==> src/rtl/jtag_tap_bsr.sv <==
// jtag_tap_bsr: IEEE 1149.1-style test access port.
// The TAP controller is driven by TMS. It holds an IR_W-bit instruction register,
// a bypass bit, a 32-bit IDCODE register and a BSR_LEN-cell boundary scan
// register. The BSR sits between the core I/O (sys_in) and the pins (sys_out).
module jtag_tap_bsr #(
    parameter int unsigned IR_W       = 4,
    parameter int unsigned BSR_LEN    = 8,
    parameter logic [31:0] IDCODE_VAL = 32'h1000_0765,
    parameter int unsigned OP_EXTEST  = 0,
    parameter int unsigned OP_SAMPLE  = 1,
    parameter int unsigned OP_IDCODE  = 2
) (
    input  logic               TCK,
    input  logic               TRST,
    input  logic               TMS,
    input  logic               TDI,
    output logic               TDO,
    output logic               TDO_en,
    input  logic [BSR_LEN-1:0] sys_in,
    output logic [BSR_LEN-1:0] sys_out,
    output logic [IR_W-1:0]    inst,
    output logic [3:0]         tap_state
);

    // Opcodes resized to the instruction width so that every compare matches in width.
    localparam logic [IR_W-1:0] INST_EXTEST = IR_W'(OP_EXTEST);
    localparam logic [IR_W-1:0] INST_SAMPLE = IR_W'(OP_SAMPLE);
    localparam logic [IR_W-1:0] INST_IDCODE = IR_W'(OP_IDCODE);
    // Capture-IR pattern: the two LSBs are 01 and all other bits are 0.
    localparam logic [IR_W-1:0] IR_CAPTURE  = IR_W'(2'b01);

    typedef enum logic [3:0] {
        TLR    = 4'd0,
        RTI    = 4'd1,
        SEL_DR = 4'd2,
        CAP_DR = 4'd3,
        SH_DR  = 4'd4,
        EX1_DR = 4'd5,
        PAU_DR = 4'd6,
        EX2_DR = 4'd7,
        UPD_DR = 4'd8,
        SEL_IR = 4'd9,
        CAP_IR = 4'd10,
        SH_IR  = 4'd11,
        EX1_IR = 4'd12,
        PAU_IR = 4'd13,
        EX2_IR = 4'd14,
        UPD_IR = 4'd15
    } tap_state_t;

    typedef enum logic [1:0] {
        DR_BYPASS,
        DR_IDCODE,
        DR_BSR
    } dr_sel_t;

    tap_state_t         state, state_n;
    dr_sel_t            dr_sel;

    logic [IR_W-1:0]    ir_sr, ir_sr_n;
    logic [IR_W-1:0]    inst_n;
    logic               bypass, bypass_n;
    logic [31:0]        idcode_sr, idcode_sr_n;
    logic [BSR_LEN-1:0] bsr_cap, bsr_cap_n;
    logic [BSR_LEN-1:0] bsr_upd, bsr_upd_n;
    logic               tdo_n, tdo_en_n;

    assign tap_state = state;

    // Next state of the TAP controller, which TMS drives.
    always_comb begin
        // NOTE: give every combinational output a default first so that no path leaves it unassigned (no latch).
        state_n = state;
        unique case (state)
            TLR:    state_n = TMS ? TLR    : RTI;
            RTI:    state_n = TMS ? SEL_DR : RTI;
            SEL_DR: state_n = TMS ? SEL_IR : CAP_DR;
            CAP_DR: state_n = TMS ? EX1_DR : SH_DR;
            SH_DR:  state_n = TMS ? EX1_DR : SH_DR;
            EX1_DR: state_n = TMS ? UPD_DR : PAU_DR;
            PAU_DR: state_n = TMS ? EX2_DR : PAU_DR;
            EX2_DR: state_n = TMS ? UPD_DR : SH_DR;
            UPD_DR: state_n = TMS ? SEL_DR : RTI;
            SEL_IR: state_n = TMS ? TLR    : CAP_IR;
            CAP_IR: state_n = TMS ? EX1_IR : SH_IR;
            SH_IR:  state_n = TMS ? EX1_IR : SH_IR;
            EX1_IR: state_n = TMS ? UPD_IR : PAU_IR;
            PAU_IR: state_n = TMS ? EX2_IR : PAU_IR;
            EX2_IR: state_n = TMS ? UPD_IR : SH_IR;
            UPD_IR: state_n = TMS ? SEL_DR : RTI;
            default: state_n = TLR;
        endcase
    end

    // Decode the instruction into a data register select. Unknown opcodes select bypass.
    always_comb begin
        dr_sel = DR_BYPASS;
        if (inst == INST_EXTEST || inst == INST_SAMPLE) begin
            dr_sel = DR_BSR;
        end else if (inst == INST_IDCODE) begin
            dr_sel = DR_IDCODE;
        end
    end

    // Instruction register: capture, shift and update.
    always_comb begin
        ir_sr_n = ir_sr;
        inst_n  = inst;
        if (state == CAP_IR) begin
            ir_sr_n = IR_CAPTURE;
        end else if (state == SH_IR) begin
            ir_sr_n           = ir_sr >> 1;
            ir_sr_n[IR_W-1]   = TDI;
        end
        if (state == UPD_IR) begin
            inst_n = ir_sr;
        end
        // Any entry into Test-Logic-Reset restores IDCODE as the current instruction.
        if (state_n == TLR) begin
            inst_n = INST_IDCODE;
        end
    end

    // Data registers: capture, shift and update of the register that is selected.
    always_comb begin
        bypass_n    = bypass;
        idcode_sr_n = idcode_sr;
        bsr_cap_n   = bsr_cap;
        bsr_upd_n   = bsr_upd;
        unique case (state)
            CAP_DR: begin
                unique case (dr_sel)
                    DR_BYPASS: bypass_n    = 1'b0;
                    DR_IDCODE: idcode_sr_n = IDCODE_VAL;
                    DR_BSR:    bsr_cap_n   = sys_in;
                    default:   bypass_n    = 1'b0;
                endcase
            end
            SH_DR: begin
                unique case (dr_sel)
                    DR_BYPASS: bypass_n    = TDI;
                    DR_IDCODE: idcode_sr_n = {TDI, idcode_sr[31:1]};
                    DR_BSR: begin
                        // Written as a shift plus an MSB write so that it also works when BSR_LEN is 1.
                        bsr_cap_n              = bsr_cap >> 1;
                        bsr_cap_n[BSR_LEN-1]   = TDI;
                    end
                    default:   bypass_n    = TDI;
                endcase
            end
            UPD_DR: begin
                if (dr_sel == DR_BSR) begin
                    bsr_upd_n = bsr_cap;
                end
            end
            default: ;
        endcase
    end

    // TDO is registered. It presents the LSB of the register that shifts in the state being entered.
    always_comb begin
        tdo_n    = 1'b0;
        tdo_en_n = 1'b0;
        if (state_n == SH_IR) begin
            tdo_n    = ir_sr_n[0];
            tdo_en_n = 1'b1;
        end else if (state_n == SH_DR) begin
            tdo_en_n = 1'b1;
            unique case (dr_sel)
                DR_BYPASS: tdo_n = bypass_n;
                DR_IDCODE: tdo_n = idcode_sr_n[0];
                DR_BSR:    tdo_n = bsr_cap_n[0];
                default:   tdo_n = bypass_n;
            endcase
        end
    end

    // TAP controller state register.
    always_ff @(posedge TCK or posedge TRST) begin
        // NOTE: sequential state always takes non-blocking assignments, so every register samples pre-edge values.
        if (TRST) begin
            state <= TLR;
        end else begin
            state <= state_n;
        end
    end

    // Instruction and data registers.
    always_ff @(posedge TCK or posedge TRST) begin
        if (TRST) begin
            ir_sr     <= '0;
            inst      <= INST_IDCODE;
            bypass    <= 1'b0;
            idcode_sr <= '0;
            bsr_cap   <= '0;
            bsr_upd   <= '0;
        end else begin
            ir_sr     <= ir_sr_n;
            inst      <= inst_n;
            bypass    <= bypass_n;
            idcode_sr <= idcode_sr_n;
            bsr_cap   <= bsr_cap_n;
            bsr_upd   <= bsr_upd_n;
        end
    end

    // Registered serial output and output enable.
    always_ff @(posedge TCK or posedge TRST) begin
        if (TRST) begin
            TDO    <= 1'b0;
            TDO_en <= 1'b0;
        end else begin
            TDO    <= tdo_n;
            TDO_en <= tdo_en_n;
        end
    end

    // Pin mux: the BSR drives the pins only under EXTEST. Otherwise the core values pass through.
    always_comb begin
        sys_out = sys_in;
        if (inst == INST_EXTEST) begin
            sys_out = bsr_upd;
        end
    end

endmodule

==> config.mk <==
export PLATFORM = sky130hd
export DESIGN_NAME = jtag_tap_bsr
export DESIGN_NICKNAME = d
export VERILOG_FILES = /design/src/rtl/jtag_tap_bsr.sv
export SDC_FILE = /design/constraint.sdc
export NUM_CORES = 1
export LEC_CHECK = 0
export BUFFER_PORTS_ARGS = -buffer_cell sky130_fd_sc_hd__buf_2
export CAP_MARGIN = 0
export CORE_AREA = 2 2 93 95
export CTS_BUF_LIST = sky130_fd_sc_hd__clkbuf_2 sky130_fd_sc_hd__clkbuf_4 sky130_fd_sc_hd__clkbuf_8
export CTS_CLUSTER_DIAMETER = 30
export CTS_CLUSTER_SIZE = 8
export DETAILED_ROUTE_END_ITERATION = 6
export DIE_AREA = 0 0 95 97
export GPL_TIMING_DRIVEN = 0
export PLACE_DENSITY = 0.52
export RECOVER_POWER = 25
export REMOVE_ABC_BUFFERS = 1
export SETUP_SLACK_MARGIN = 0.05
export SYNTH_ARGS = -nofsm -noshare
export SYNTH_HDL_FRONTEND = slang
export SYNTH_SLANG_ARGS = --single-unit
export TNS_END_PERCENT = 10
==> constraint.sdc <==
create_clock -name TCK -period 2.31 [get_ports TCK]
set_clock_uncertainty 0.05 [all_clocks]
set_input_delay 0.231 -clock TCK [delete_from_list [all_inputs] [get_ports TCK]]
set_output_delay 0.231 -clock TCK [all_outputs]
set_load 0.01 [all_outputs]
# ---- Yosys cells after proc, flatten, opt, wreduce, memory -nomap -nowiden
# Cells that the tools add are included.
dict set report totals {
  register_bits 63
  in_bits 12
  out_inout_bits 18
}
dict set report classes {
  eq_ne 25
  n_mux 34
  reduce_logical 14
}
# cell n
set op_table {}
lappend op_table {{$mux 32} 2}
lappend op_table {{$pmux 32 s2} 1}
lappend op_table {{$pmux 4 s12} 1}
lappend op_table {{$eq 4x4->1 const B} 9}
lappend op_table {{$mux 4} 8}
lappend op_table {{$mux 8} 3}
lappend op_table {{$eq 4x3->1 const B} 5}
lappend op_table {{$pmux 8 s2} 1}
lappend op_table {{$eq 4x2->1 const B} 3}
lappend op_table {{$logic_not 4->1} 3}
lappend op_table {{$mux 1} 10}
lappend op_table {{$eq 4x1->1 const B} 2}
lappend op_table {{$mux 2} 4}
lappend op_table {{$ne 2x2->1 const B} 4}
lappend op_table {{$mux 3} 2}
lappend op_table {{$reduce_and 3->1} 2}
lappend op_table {{$reduce_bool 2->1} 3}
lappend op_table {{$reduce_or 2->1} 3}
lappend op_table {{$pmux 1 s2} 2}
lappend op_table {{$reduce_or 3->1} 1}
lappend op_table {{$eq 2x1->1 const B} 1}
lappend op_table {{$eq 2x2->1 const B} 1}
lappend op_table {{$reduce_and 2->1} 1}
lappend op_table {{$logic_or 1x1->1} 1}

# ---- Depth between registers and ports, before layout
# Gate-level depths: netlist of run 1.
dict set report depth {
  word_depth 10
  mapped_depth 7
  depth_no_buf 5
}

# ---- Worst setup path after synthesis of run 1
# No wires, ideal clock.
dict set report synth_timing {
  path_kind {register -> output}
  from {reg inst[3]}
  to {out sys_out[0]}
  t_arrival_ns 1.631
  required_ns 2.029
  slack_ns 0.398
  path_stages_with_launch 5
  n_path_buf 1
  cell_sequence {dfrtp_1 -> or3_1 -> clkbuf_1 -> nor2_2 -> mux2_2}
}
dict set report synth_between {
  elab_chain_len 2
}
# item line_no
set synth_lines {}
lappend synth_lines {{start, declared} 21} ;# output logic [IR_W-1:0] inst,
lappend synth_lines {{start signal, assigned} 199} ;# inst <= inst_n;
lappend synth_lines {{$logic_not 4->1} 221} ;# if (inst == INST_EXTEST) begin
lappend synth_lines {{$mux 8} 221}
lappend synth_lines {{end, declared} 20} ;# output logic [BSR_LEN-1:0] sys_out,
# No other way between the ends.

# ---- Final worst setup path of run 1
dict set report layout_timing {
  from {reg inst[3]}
  to {out sys_out[7]}
}
# The elaborated chain is that of the path after synthesis.

==> flow_metrics.env, run 1 <==
export IMPL_drive_gt1_share_pct=29.7
export IMPL_cp_end_kind="primary output"
export IMPL_postSynth_asyncResetShare_pct=100
export IMPL_dp_hpwl_um=3500
export IMPL_worstPathRequired_ns=2.03
export IMPL_hold_class="in -> reg"
export IMPL_synthAdderAreaFrac_pct=0
export IMPL_synth_area_top_cells="dfrtp_1 (56%), a22o_1 (7.6%), mux2_2 (6.9%), o21ai_0 (2.9%), nand2_1 (2.7%)"
export IMPL_core_um2=8130
export IMPL_row_count=33
export IMPL_slew_viol_final=0
export IMPL_synthCells=233
export IMPL_clk_pin_slew_ns=0.07
export IMPL_clock_root_buffer="clkbuf_8"
export IMPL_synth_ff_latch_count=63
export IMPL_yosysWarnings=0
export IMPL_synthMuxAreaShare_pct=7.97
export IMPL_cts_sinks=63
export IMPL_avgViaCountPerCell=5.16
export IMPL_cts_buffer_depth=2
export IMPL_grt_util_all_layers_pct=13.1
export IMPL_peakVddDrop_mv=0.452
export IMPL_ys_flop_type="dfrtp_1"
export IMPL_ys_types=46
export IMPL_synth_edf_count=0
export IMPL_worst_pin_slew_ns=0.838
export IMPL_fin_setup_tns_ns=0
export IMPL_drtIter0Drc=74
export IMPL_worstSetupPathType="reg -> out"
export IMPL_clk_latency_ns=0.33
export IMPL_path_cells="or3_4 > nor2_4 > buf_12 > mux2_2 > buf_2"
export IMPL_drt_wirelength_per_cell_um=14.8
export IMPL_finalPower_w=0.00472
export IMPL_p_per_area_nw_per_um2=1430
export IMPL_synth_top_cells_by_count="dfrtp_1 (62), a22o_1 (24), nand2_1 (20)"
export IMPL_grt_max_degree=42
export IMPL_yosys_cell_count_top_type="dfrtp_1"
export IMPL_dr_pass1_iters=4
export IMPL_finalCritPeriodShare_pct=95.7
export IMPL_grt_pass1_wl_um=9420
export IMPL_drc=0
export IMPL_grt_pass1_vias=1954
export IMPL_synth_top_family_by_area="compound AO/OA/AOI/OAI gates"
export IMPL_status="complete, no violations"
export IMPL_leakagePower_nw=1.51
export IMPL_synth_area_um2=2780
export IMPL_cpPeakStageDelay_ns=0.45
export IMPL_ant_nets=0
export IMPL_start_util_pct=34.2
export IMPL_yosys_area_share_simple_pct=10.4
export IMPL_place_ws_ns=-0.653
export IMPL_slowest_stage="dfrtp_1"
export IMPL_yosysTopAreaCell="dfrtp_1"
export IMPL_synth_area_per_cell_um2=11.9
export IMPL_rsz0062_at_grt="true"
export IMPL_cp_start_kind="flop"
export IMPL_cts_tree="done"
export IMPL_synth_compound_area_share_pct=20.7
export IMPL_die_area_um2=9220
export IMPL_arrival_ns=1.93
export IMPL_maxSlewHeadroom_pct=44.1
export IMPL_port_buffers=29
export IMPL_yosys_area_share_xor_xnor_pct=0.315
export IMPL_fin_nets=280
export IMPL_max_cap_violations=0
export IMPL_die_h_um=97
export IMPL_place_gp_congestion=0.752
export IMPL_area_growth_pct=18.9
export IMPL_io_pins=30
export IMPL_design_area_um2=3310
export IMPL_cts_buffers=9
export IMPL_wirelength_um=5610
export IMPL_antenna_found_initial=0
export IMPL_placed_cell_area_um2=2990
export IMPL_fmax_mhz=453
export IMPL_setup_viol=0
export IMPL_num_vias=1950
export IMPL_crit_fanout=8
export IMPL_overflow=0
export IMPL_cts_htree_levels=3
export IMPL_die_x_um=95
export IMPL_fin_crit_ns=2.21
export IMPL_synth_seq_area_share_pct=56.8
export IMPL_setup_ws_ns=0.100
export IMPL_synth_top_cell_area_share_pct=55.8
export IMPL_antennaDiodeCount=0
export IMPL_hold_violations=0
-- logic make-up after synthesis --
group,after synthesis
mux,20
compound gates,76
simple gates,52
buf+inv,21
xor+xnor,1
flops,63
-- layout by cell type (no fill, tap or decap), types with 2 or more instances in the layout --
cell type  synthesis  layout
a211oi_1           3       3
a21oi_1            3       3
a22o_1            24      24
a22oi_1            8       8
buf_2             10      27
buf_4              2       7
bufinv_16          0       2
clkbuf_1           1       2
clkbuf_4           0       2
clkbuf_8           0      10
dfrtp_1           62      61
inv_1              6       6
mux2_2            17      17
mux2i_1            3       3
nand2_1           20      20
nand3_1            2       2
nor2_1            10      10
nor2b_1            4       4
nor3_1             2       2
nor3b_1            2       2
nor4b_1            2       2
o21a_1             3       3
o21ai_0           16      16
o22a_1             7       7
-- power breakdown --
group          internal, W  switching, W
sequential         0.00150      0.000400
clock             0.000649      0.000425
combinational     0.000836      0.000912
-- cell type report --
| cell class | count | area (um2) |
|---|---|---|
| Fill cell | 771 | 4830 |
| Sequential cell | 63 | 1580 |
| Multi-Input combinational cell | 149 | 1110 |
| Timing Repair Buffer | 39 | 233 |
| Clock buffer | 11 | 145 |
| Tap cell | 105 | 131 |
| Clock inverter | 5 | 81.3 |
| Inverter | 6 | 22.5 |
-- final timing paths --
| kind | start | end | slack [ns] | cells past startpoint |
|---|---|---|---|---|
| worst max-delay path | inst[3] | sys_out[7] | 0.10 | 5 |
| worst min-delay path | sys_in[3] | bsr_cap[3] | 0.16 | 3 |
| worst max register to register | inst[3] | idcode_sr[12] | 0.19 | 4 |
| worst min register to register | idcode_sr[0] | idcode_sr[0] | 0.43 | 2 |
| max in group asynchronous | TRST | bsr_upd[5] | 0.51 | 4 |
| min in group asynchronous | TRST | tap_state[3] | 0.56 | 3 |
-- through the flow --
stage | util (%) | hold WS, ns | std cells
6_report | 40.7 | 0.156 | 378
5_1_grt | 40.7 | 0.161 | 378
4_1_cts | 40.6 | 0.146 | 376
3_5_place_dp | 36.8 | 0.246 | 353
3_3_place_gp | 36.5 | 0.414 | 352
2_1_floorplan | - | 0.314 | 218
-- routing by layer --
metal | share of wire [%] | wire (um) | vias up | GRT usage, %
met4 | 2.0 | 112 | 0 | 6.02
met2 | 44 | 2450 | 32 | 18.9
met5 | 0 | 0 | - | 0
li1 | - | - | 934 | -
met3 | 3.6 | 202 | 10 | 3.66
met1 | 51 | 2850 | 974 | 18.3
-- sequential cells by signal, summed over array words and instances (netlist names) --
name,count
tap_state,4
bypass,1
inst,4
TDO_en,1
bsr_upd,8
ir_sr,4
TDO,1
idcode_sr,32
bsr_cap,8
-- what timing repair did --
| item | in CTS | in global routing |
|---|---|---|
| resized for setup | 5 | 2 |
| hold buffers | 1 | 0 |
| buffers inserted | 6 | 2 |
| hold endpoints to repair | 21 | 0 |
| pin swaps | 2 | 2 |
| endpoints found under the setup margin | 41 | 20 |
-- critical path, delay by kind of cell, from the launching register on --
| family | cells | cell delay [ns] |
|---|---|---|
| DFF | 1 | 0.45 |
| buffers and inverters | 2 | 0.28 |
| muxes | 1 | 0.33 |
| and+or+nand+nor | 2 | 0.54 |
(Power assumes the default switching activity.)
==> run 2: changes to the inputs <==
==> constraint.sdc (replaced) <==
create_clock -name TCK -period 2.86 [get_ports TCK]
set_clock_uncertainty 0.05 [all_clocks]
set_input_delay 0.286 -clock TCK [delete_from_list [all_inputs] [get_ports TCK]]
set_output_delay 0.286 -clock TCK [all_outputs]
set_load 0.01 [all_outputs]
==> flow_metrics.env, run 2 (synthesis results as in run 1) <==
export IMPL_pwr_share_comb_pct=35.0
export IMPL_avgViaCountPerCell=5.16
export IMPL_setup_viol=0
export IMPL_cts_sinks=63
export IMPL_largest_register_ffs=32
export IMPL_drive_gt1_share_pct=26.8
export IMPL_clk_pin_slew_ns=0.07
export IMPL_ff2ff_setup_slack_ns=0.29
export IMPL_dp_hpwl_um=3500
export IMPL_core_um2=8130
export IMPL_num_vias=1911
export IMPL_fillers=776
export IMPL_hold_class="in -> reg"
export IMPL_p_sw_w=0.00136
export IMPL_utilization_pct=39.5
export IMPL_maxSlewHeadroom_pct=31.6
export IMPL_cts_tree="done"
export IMPL_largest_registers="idcode_sr (32), bsr_cap (8), bsr_upd (8)"
export IMPL_cts_buffer_depth=2
export IMPL_clock_root_buffer="clkbuf_8"
export IMPL_place_ws_ns=-0.103
export IMPL_intPower_w=0.00232
export IMPL_fin_crit_ns=2.65
export IMPL_worst_pin_slew_ns=1.03
export IMPL_fmax_mhz=378
export IMPL_status="complete, no violations"
export IMPL_place_gp_congestion=0.752
export IMPL_die_h_um=97
export IMPL_antennaDiodeCount=0
export IMPL_peakVddDrop_mv=0.353
export IMPL_cts_htree_levels=3
export IMPL_worstSetupPathType="reg -> out"
export IMPL_grt_max_degree=42
export IMPL_finalCritPeriodShare_pct=92.6
export IMPL_overflow=0
export IMPL_r2r_end="idcode_sr[12]"
export IMPL_p_sw_share_pct=37.0
export IMPL_ant_nets=0
export IMPL_cp_end_kind="primary output"
export IMPL_grt_pass1_wl_um=9330
export IMPL_p_seq_share_pct=41.5
export IMPL_grt_util_all_layers_pct=13.0
export IMPL_worstPathRequired_ns=2.52
export IMPL_hp_start="sys_in[3]"
export IMPL_dr_pass1_iters=4
export IMPL_rsz0062_at_grt="false"
export IMPL_row_count=33
export IMPL_cp_start_kind="flop"
export IMPL_port_buffers=29
export IMPL_die_x_um=95
export IMPL_slew_viol_final=0
export IMPL_clockPowerShare_pct=23.5
export IMPL_die_area_um2=9220
export IMPL_setup_ws_ns=0.212
export IMPL_leakagePower_nw=1.46
export IMPL_layout_cells_most_common_list="dfrtp_1 (62), buf_2 (27), a22o_1 (24), nand2_1 (20), mux2_2 (17)"
export IMPL_fin_nets=272
export IMPL_area_growth_pct=15.6
export IMPL_regMostFlops="idcode_sr"
export IMPL_cts_buffers=9
export IMPL_drtIter0Drc=62
export IMPL_hold_path_depth=3
export IMPL_clk_latency_ns=0.33
export IMPL_p_per_area_nw_per_um2=1150
export IMPL_drc=0
export IMPL_r2r_start="tap_state[0]"
export IMPL_max_cap_violations=0
export IMPL_wirelength_um=5530
export IMPL_grt_pass1_vias=1935
export IMPL_start_util_pct=34.2
export IMPL_reg2reg_depth=3
export IMPL_crit_fanout=10
export IMPL_hold_end="bsr_cap[3]"
export IMPL_hold_violations=0
export IMPL_drt_wirelength_per_cell_um=14.9
export IMPL_arrival_ns=2.31
export IMPL_antenna_found_initial=0
export IMPL_final_common_cell="dfrtp_1"
export IMPL_io_pins=30
==> run 2: power by group through the flow <==
stage               Combinational [W]  Clock [W]  Sequential (W)
detailed placement            0.00131          0         0.00154
global placement              0.00128          0         0.00154
floorplan                    0.000971          0         0.00147
CTS                           0.00131   0.000890         0.00153
global route                  0.00145   0.000937         0.00158
finish                        0.00129   0.000866         0.00153
==> run 2: worst max-delay path, stage by stage (launching register included) <==
cell and delay (ns):
dfrtp_1 0.45, or3_1 0.53, nor2_2 0.46, mux2_2 0.39, buf_2 0.14
==> run 2: metrics by stage <==
step	hold slack (ns)	instance area (um2)	cells	setup TNS, ns	total power, W
2_1_floorplan	0.369	2700	218	0	0.00245
3_3_place_gp	0.414	2970	352	-2.03	0.00282
3_5_place_dp	0.301	2990	353	-2.10	0.00284
4_1_cts	0.201	3230	370	0	0.00373
5_1_grt	0.216	3210	370	0	0.00396
6_report	0.212	3210	370	0	0.00368
==> run 2: cell type report <==
class,count,area (um2),share of cell area [%]
Clock inverter,5,81.3,2.53
Timing Repair Buffer,31,158,4.91
Clock buffer,11,145,4.52
Inverter,6,22.5,0.701
Multi-Input combinational cell,149,1100,34.2
Sequential cell,63,1580,49.1
Tap cell,105,131,4.09
==> run 2: worst max path at each step <==
| stage | from | end | slack, ns | cells after the start |
|---|---|---|---|---|
| after detailed placement | tap_state[0] | idcode_sr[4] | -0.10 | 3 |
| after global routing | tap_state[2] | idcode_sr[7] | 0.10 | 3 |
| after floorplan | tap_state[2] | idcode_sr[11] | 0.53 | 3 |
| after CTS | tap_state[0] | idcode_sr[31] | 0.15 | 3 |
| final | inst[3] | sys_out[7] | 0.21 | 4 |
| after global placement | tap_state[0] | idcode_sr[24] | -0.1 | 3 |
==> run 2: timing repair <==
action | 4_1_cts | 5_1_grt
cloned | 0 | 0
hold buffers | 1 | 0
setup endpoints to repair | 24 | 24
buffers inserted | 0 | 0
hold endpoints to repair | 21 | 0
gates resized for setup | 1 | 1
==> run 2: per-layer routing <==
layer / global-route usage [%] / up-vias / share of wire [%]
met5: 0 / - / 0
met4: 6.02 / 0 / 2.0
met3: 3.66 / 10 / 3.4
met2: 18.8 / 29 / 43
met1: 18.0 / 952 / 51
li1: - / 920 / -
